**config.mk**
```make
export PLATFORM = sky130hd
export DESIGN_NAME = id_branch_resolve_unit
export DESIGN_NICKNAME = d
export VERILOG_FILES = /design/src/rtl/id_branch_resolve_unit.sv
export SDC_FILE = /design/constraint.sdc
export NUM_CORES = 1
export LEC_CHECK = 0
export CAP_MARGIN = 15
export CORE_MARGIN = 2
export CORE_UTILIZATION = 30
export DETAILED_ROUTE_END_ITERATION = 8
export DONT_BUFFER_PORTS = 1
export SLEW_MARGIN = 40
export SYNTH_ARGS = -nofsm -noshare
export SYNTH_HDL_FRONTEND = slang
export SYNTH_SLANG_ARGS = --single-unit
```
**constraint.sdc**
```tcl
create_clock -name Clk -period 3.9 [get_ports Clk]
set_clock_uncertainty 0.15 [all_clocks]
set_input_delay 0.78 -clock Clk [delete_from_list [all_inputs] [get_ports Clk]]
set_output_delay 0.78 -clock Clk [all_outputs]
set_load 0.005 [all_outputs]
```
**src/rtl/id_branch_resolve_unit.sv**
```systemverilog
// Branch resolution in ID: forwards operands, compares, and stalls on pending
// operands up to MAX_WAIT cycles before forcing a not-taken timeout resolution.
//
// state | meaning
// IDLE  | accept a new branch; resolve at once or start waiting on operands
// WAIT  | branch held by stall until operands arrive or the wait budget runs out
module id_branch_resolve_unit #(
  parameter int DATA_W   = 32,
  parameter int MAX_WAIT = 3,
  parameter int CNT_W    = 16
) (
  input  logic              Clk,
  input  logic              Reset,
  input  logic              Branch_Valid_ID,
  input  logic [2:0]        Cmp_Op_ID,
  input  logic [DATA_W-1:0] Read_Data_1_ID,
  input  logic [DATA_W-1:0] Read_Data_2_ID,
  input  logic [DATA_W-1:0] Fwd_Data_MEM,
  input  logic [DATA_W-1:0] Write_Data_WB,
  input  logic [1:0]        Fwd_Sel_1_ID,
  input  logic [1:0]        Fwd_Sel_2_ID,
  input  logic              Operand_Pending_ID,
  input  logic              Flush_ID,
  output logic              Stall_ID,
  output logic              Resolve_Valid_ID,
  output logic              Branch_Taken_ID,
  output logic              Timeout_Err,
  output logic [CNT_W-1:0]  Taken_Count
);

  localparam logic       S_IDLE     = 1'b0;
  localparam logic       S_WAIT     = 1'b1;
  localparam logic [3:0] MAX_WAIT_C = 4'(MAX_WAIT);

  logic              state_q, state_d;
  logic [3:0]        wait_cnt_q, wait_cnt_d;
  logic [DATA_W-1:0] op1, op2;
  logic              cmp_taken, resolve, timeout_hit, decision;
  logic              op1_neg, op1_zero;

  always_comb begin
    case (Fwd_Sel_1_ID)
      2'b01:   op1 = Fwd_Data_MEM;
      2'b10:   op1 = Write_Data_WB;
      default: op1 = Read_Data_1_ID;
    endcase
    case (Fwd_Sel_2_ID)
      2'b01:   op2 = Fwd_Data_MEM;
      2'b10:   op2 = Write_Data_WB;
      default: op2 = Read_Data_2_ID;
    endcase
  end

  assign op1_neg  = op1[DATA_W-1];
  assign op1_zero = (op1 == '0);

  always_comb begin
    case (Cmp_Op_ID)
      3'b000:  cmp_taken = (op1 == op2);
      3'b001:  cmp_taken = (op1 != op2);
      3'b010:  cmp_taken = op1_neg;
      3'b011:  cmp_taken = !op1_neg;
      3'b100:  cmp_taken = !op1_neg && !op1_zero;
      3'b101:  cmp_taken = op1_neg || op1_zero;
      default: cmp_taken = 1'b0;
    endcase
  end

  always_comb begin
    Stall_ID    = 1'b0;
    resolve     = 1'b0;
    timeout_hit = 1'b0;
    state_d     = state_q;
    wait_cnt_d  = wait_cnt_q;
    if (Reset) begin
      state_d    = S_IDLE;
      wait_cnt_d = 4'd0;
    end else if (Flush_ID) begin
      state_d    = S_IDLE;
      wait_cnt_d = 4'd0;
    end else begin
      case (state_q)
        S_IDLE: begin
          if (Branch_Valid_ID) begin
            if (Operand_Pending_ID) begin
              Stall_ID   = 1'b1;
              state_d    = S_WAIT;
              wait_cnt_d = 4'd1;
            end else begin
              resolve = 1'b1;
            end
          end
        end
        default: begin
          if (!Operand_Pending_ID) begin
            resolve    = 1'b1;
            state_d    = S_IDLE;
            wait_cnt_d = 4'd0;
          end else if (wait_cnt_q < MAX_WAIT_C) begin
            Stall_ID   = 1'b1;
            wait_cnt_d = wait_cnt_q + 4'd1;
          end else begin
            // Give up on the operand: release the pipe and resolve not-taken.
            timeout_hit = 1'b1;
            resolve     = 1'b1;
            state_d     = S_IDLE;
            wait_cnt_d  = 4'd0;
          end
        end
      endcase
    end
  end

  assign decision = cmp_taken && !timeout_hit;

  always_ff @(posedge Clk) begin
    if (Reset) begin
      state_q          <= S_IDLE;
      wait_cnt_q       <= 4'd0;
      Resolve_Valid_ID <= 1'b0;
      Branch_Taken_ID  <= 1'b0;
      Timeout_Err      <= 1'b0;
      Taken_Count      <= '0;
    end else begin
      state_q          <= state_d;
      wait_cnt_q       <= wait_cnt_d;
      Resolve_Valid_ID <= resolve;
      if (resolve) Branch_Taken_ID <= decision;
      if (resolve && decision) Taken_Count <= Taken_Count + {{(CNT_W-1){1'b0}}, 1'b1};
      if (timeout_hit) Timeout_Err <= 1'b1;
    end
  end

endmodule

```
==> metrics.log <==
[metrics] number of cells on the worst hold path: 1
[metrics] setup violators final: 0
[metrics] number of rows in the core area: 37
[metrics] number of global-route vias before repair: 3,729
[metrics] number of synthesized flops with an enable pin: 0
[metrics] Bufs on Longest Clock Path: 2
[metrics] met2 track demand over resource in global routing: 36.9%
[metrics] post-synthesis cell count: 409
[metrics] post-route ant nets: 0
[metrics] count of pins on the block boundary: 160
[metrics] final critical-path share of the clock period: 97.2%
[metrics] post-place setup slack: -303 ps
[metrics] signal arrival time at the worst endpoint: 3840 ps
[metrics] peak supply drop: 0.146 mV
[metrics] count of final max-slew check failures: 0
[metrics] setup slack of the critical path after layout: 109 ps
[metrics] Post-Layout Cell Count: 582
[metrics] placed cells: 578
[metrics] starting density of the core: 30.8%
[metrics] static power due to leakage: 1.35 nW
[metrics] number of buffers inserted during clock tree synthesis: 3
[metrics] utilization of the core after routing: 37.9%
[metrics] antenna violations before repair: 1
[metrics] later-pin clock latency in the skew report: 260 ps
[metrics] Achievable Freq: 264 MHz
[metrics] wire length of the first global-routing pass: 18,500 µm
[metrics] syn avg cell area: 7.78 µm²
[metrics] # fillers: 1,049
[metrics] CTS tree: done
[metrics] layout-stage area growth over the synthesis result: 22.8%
[metrics] GR met3 Demand/Resource: 5.53%
[metrics] Max-cap violations: 0
[metrics] global routing usage on met1: 22.5%
[metrics] depth of the worst register-to-register path: 11
[metrics] yosys warns: 0
[metrics] ys async rst share: 0%
[metrics] RSZ-0062 raised after global routing: false
[metrics] Yosys reg bits: 24
[metrics] combinational power share: 55.4%
[metrics] Critical Setup Path Class: primary input to flop
[metrics] sort of element at the end of the critical path: flop
[metrics] status: finished clean
[metrics] startpoint types: primary input
[metrics] Sinks on Clock Net: 24
[metrics] average wire length per cell after detail routing: 21.1 µm
[metrics] Least-Margin Pin Slew: 668 ps
[metrics] number of post-CTS setup repair buffers: 0
[metrics] detailed router's first-iteration violation count: 286
[metrics] data required time of the critical path: 3940 ps
[metrics] CP max FO: 18
[metrics] net count reported at finish: 593
[metrics] peak-usage layer in the global routing report: met2
[metrics] clock transition time at the flip-flop clock pins of the worst setup and hold paths: 80 ps
[metrics] Main synth FF type: sky130_fd_sc_hd__dfxtp_1
[metrics] Max transition margin: 54.3%
[metrics] power share of the clock group: 16.3%
[metrics] DRC errors left: 0
[metrics] Vias: 3,785
[metrics] total global routing track utilization: 19.9%
[metrics] fraction of final layout cells sized beyond drive strength 1: 20.9%
[metrics] classification of the worst-slack hold path: flop to flop
[metrics] switching fraction of total power: 36.8%
[metrics] overall overflow remaining after global route: 0
[metrics] Reg power frac: 28.3%
[metrics] floorplan die height: 107 µm
[metrics] Non-Filler Cell Area, Final: 0.00391 mm²
[metrics] synthesized cell area: 0.00318 mm²
[metrics] reported net switching power: 0.322 mW
[metrics] area of the core: 0.0103 mm²
[metrics] Fin. Hold Viols: 0
[metrics] maximum level of the CTS H-tree: 1
[metrics] instance area after placement: 0.00374 mm²
[metrics] Pwr per Cell Area: 224 mW/mm²
[metrics] syn_nets: 555
[metrics] count of buffers inserted at the top-level ports: 0
[metrics] sequential fraction of the synthesis area: 15.1%
[metrics] Vias per Instance: 6.50
[metrics] maximum number of pins on one net before global-route repair: 43
[metrics] Total Routed Length: 12,300 µm
[metrics] master cell of the clock root buffer: sky130_fd_sc_hd__clkbuf_8
[metrics] DIE AREA: 0.0115 mm²
[metrics] HPWL after detailed placement: 9830 µm
[metrics] Pre-antenna DRT Iters: 5
[metrics] clock period minus worst slack: 3790 ps
[metrics] width of the die: 107 µm
[metrics] library cells used by synthesis: 46
[metrics] RePlAce Congestion: 0.884
[metrics] Cell Int Power: 0.553 mW
==> flip-flops by register name (all words and copies together), names as in the netlist <==
register,count
Resolve_Valid_ID,1
Timeout_Err,1
wait_cnt_q,4
state_q,1
Taken_Count,16
Branch_Taken_ID,1
==> layout by cell type, fill, tap and decap left out, types with 2 or more instances in the layout <==
| cell type | n |
|---|---|
| sky130_fd_sc_hd__nand2b_1 | 34 |
| sky130_fd_sc_hd__a221oi_1 | 19 |
| sky130_fd_sc_hd__o21ai_0 | 7 |
| sky130_fd_sc_hd__nor4_1 | 5 |
| sky130_fd_sc_hd__buf_12 | 7 |
| sky130_fd_sc_hd__and3_1 | 7 |
| sky130_fd_sc_hd__or3_1 | 3 |
| sky130_fd_sc_hd__nor2b_1 | 32 |
| sky130_fd_sc_hd__buf_4 | 54 |
| sky130_fd_sc_hd__or2_2 | 2 |
| sky130_fd_sc_hd__ha_1 | 4 |
| sky130_fd_sc_hd__a21o_1 | 3 |
| sky130_fd_sc_hd__o211ai_1 | 32 |
| sky130_fd_sc_hd__and2_1 | 4 |
| sky130_fd_sc_hd__nand2_1 | 10 |
| sky130_fd_sc_hd__nand3_1 | 4 |
| sky130_fd_sc_hd__nor3_1 | 2 |
| sky130_fd_sc_hd__clkbuf_8 | 3 |
| sky130_fd_sc_hd__nand4_1 | 22 |
| sky130_fd_sc_hd__a211o_1 | 33 |
| sky130_fd_sc_hd__a221o_1 | 32 |
| sky130_fd_sc_hd__nor2_1 | 12 |
| sky130_fd_sc_hd__a221oi_2 | 13 |
| sky130_fd_sc_hd__o22ai_1 | 16 |
| sky130_fd_sc_hd__a211oi_1 | 2 |
| sky130_fd_sc_hd__inv_1 | 13 |
| sky130_fd_sc_hd__a21oi_1 | 15 |
| sky130_fd_sc_hd__a31o_2 | 3 |
| sky130_fd_sc_hd__nor4_2 | 4 |
| sky130_fd_sc_hd__dfxtp_1 | 24 |
| sky130_fd_sc_hd__xnor2_1 | 4 |
==> kinds of logic after synthesis <==
group / after synthesis / synth area share [%]
AOI/OAI and AO/OA: 183 / 46.4
and+or+nand+nor: 148 / 27.5
buffers and inverters: 41 / 6.56
DFF: 24 / 15.1
adders and majority gates: 6 / 2.36
xor gates and xnor gates: 5 / 1.38
muxes: 2 / 0.747
==> metal layers <==
layer / vias to the layer above / wire (µm) / share of wire [%]
met3: 18 / 1380 / 11
met5: - / 0 / 0
li1: 1779 / - / -
met4: 0 / 221 / 1.8
met2: 217 / 6140 / 50
met1: 1771 / 4570 / 37
==> through the flow <==
stage | hold slack [ps] | total power, mW | TNS (ps)
finish | 318 | 0.875 | 0
global route | 340 | 0.927 | 0
CTS | 322 | 0.856 | 0
detailed placement | 295 | 0.711 | -3170
global placement | 295 | 0.700 | -2170
floorplan | 279 | 0.564 | 0
==> power by group through the flow <==
stage	Combinational, mW	Clock [mW]	Sequential [mW]
finish	0.485	0.143	0.248
global route	0.521	0.157	0.248
CTS	0.460	0.148	0.248
detailed placement	0.457	0	0.254
global placement	0.446	0	0.254
floorplan	0.310	0	0.253
==> final timing paths <==
| path | end | from | slack, ps |
|---|---|---|---|
| worst max-delay path | Taken_Count[10] | Fwd_Sel_1_ID[1] | 110 |
| worst min-delay path | wait_cnt_q[2] | wait_cnt_q[2] | 320 |
| worst max register to register | Taken_Count[10] | wait_cnt_q[0] | 1290 |
| worst min register to register | wait_cnt_q[2] | wait_cnt_q[2] | 320 |
==> synth_stat cells (2+ instances only) <==
master,number,area (µm²)
sky130_fd_sc_hd__xnor2_1,4,35.0
sky130_fd_sc_hd__a221o_1,32,320
sky130_fd_sc_hd__buf_6,5,56.3
sky130_fd_sc_hd__nor2_1,12,45.0
sky130_fd_sc_hd__or3_1,3,18.8
sky130_fd_sc_hd__nand2b_1,34,213
sky130_fd_sc_hd__a31o_2,3,26.3
sky130_fd_sc_hd__nand3_1,4,20.0
sky130_fd_sc_hd__dfxtp_1,24,480
sky130_fd_sc_hd__a211oi_1,2,15.0
sky130_fd_sc_hd__a211o_1,33,289
sky130_fd_sc_hd__nor3_1,2,10.0
sky130_fd_sc_hd__and2_1,4,25.0
sky130_fd_sc_hd__a21oi_1,15,75.1
sky130_fd_sc_hd__buf_2,11,55.1
sky130_fd_sc_hd__nor2b_1,33,206
sky130_fd_sc_hd__a221oi_1,32,280
sky130_fd_sc_hd__nand2_1,10,37.5
sky130_fd_sc_hd__nor4_1,9,56.3
sky130_fd_sc_hd__a21o_1,3,22.5
sky130_fd_sc_hd__clkbuf_1,9,33.8
sky130_fd_sc_hd__o21ai_0,7,35.0
sky130_fd_sc_hd__or2_2,2,12.5
sky130_fd_sc_hd__o22ai_1,16,100
sky130_fd_sc_hd__o211ai_1,32,240
sky130_fd_sc_hd__a2111oi_0,2,17.5
sky130_fd_sc_hd__inv_1,13,48.8
sky130_fd_sc_hd__clkbuf_2,3,15.0
sky130_fd_sc_hd__and3_1,7,43.8
sky130_fd_sc_hd__ha_1,6,75.1
sky130_fd_sc_hd__nand4_1,22,138
==> critical path, stage by stage <==
cell and delay (ps):
sky130_fd_sc_hd__inv_1 20, sky130_fd_sc_hd__ha_1 210, sky130_fd_sc_hd__buf_12 170, sky130_fd_sc_hd__buf_4 160, sky130_fd_sc_hd__a221oi_1 460, sky130_fd_sc_hd__o22ai_1 140, sky130_fd_sc_hd__nor4_2 350, sky130_fd_sc_hd__buf_4 160
sky130_fd_sc_hd__nand4_1 180, sky130_fd_sc_hd__a21oi_2 220, sky130_fd_sc_hd__o21ai_2 120, sky130_fd_sc_hd__a21o_1 200, sky130_fd_sc_hd__buf_4 150, sky130_fd_sc_hd__or3_1 350, sky130_fd_sc_hd__a21oi_1 150
==> final cells by class <==
type                            instances  area (µm²)  share of cell area, %
Clock buffer                            3        41.3                   1.06
Timing Repair Buffer                   61         546                   14.0
Tap cell                              136         170                   4.35
Sequential cell                        24         480                   12.3
Inverter                               13        48.8                   1.25
Antenna cell                            1        2.50                 0.0640
Multi-Input combinational cell        344        2620                   67.0
==> what timing repair did <==
item                       4_1_cts  5_1_grt
resized for setup                1       19
hold buffers                     0        0
setup endpoints to repair        3       13
pin swaps                        0        2
Note: power is estimated with default switching activity, not from simulation.
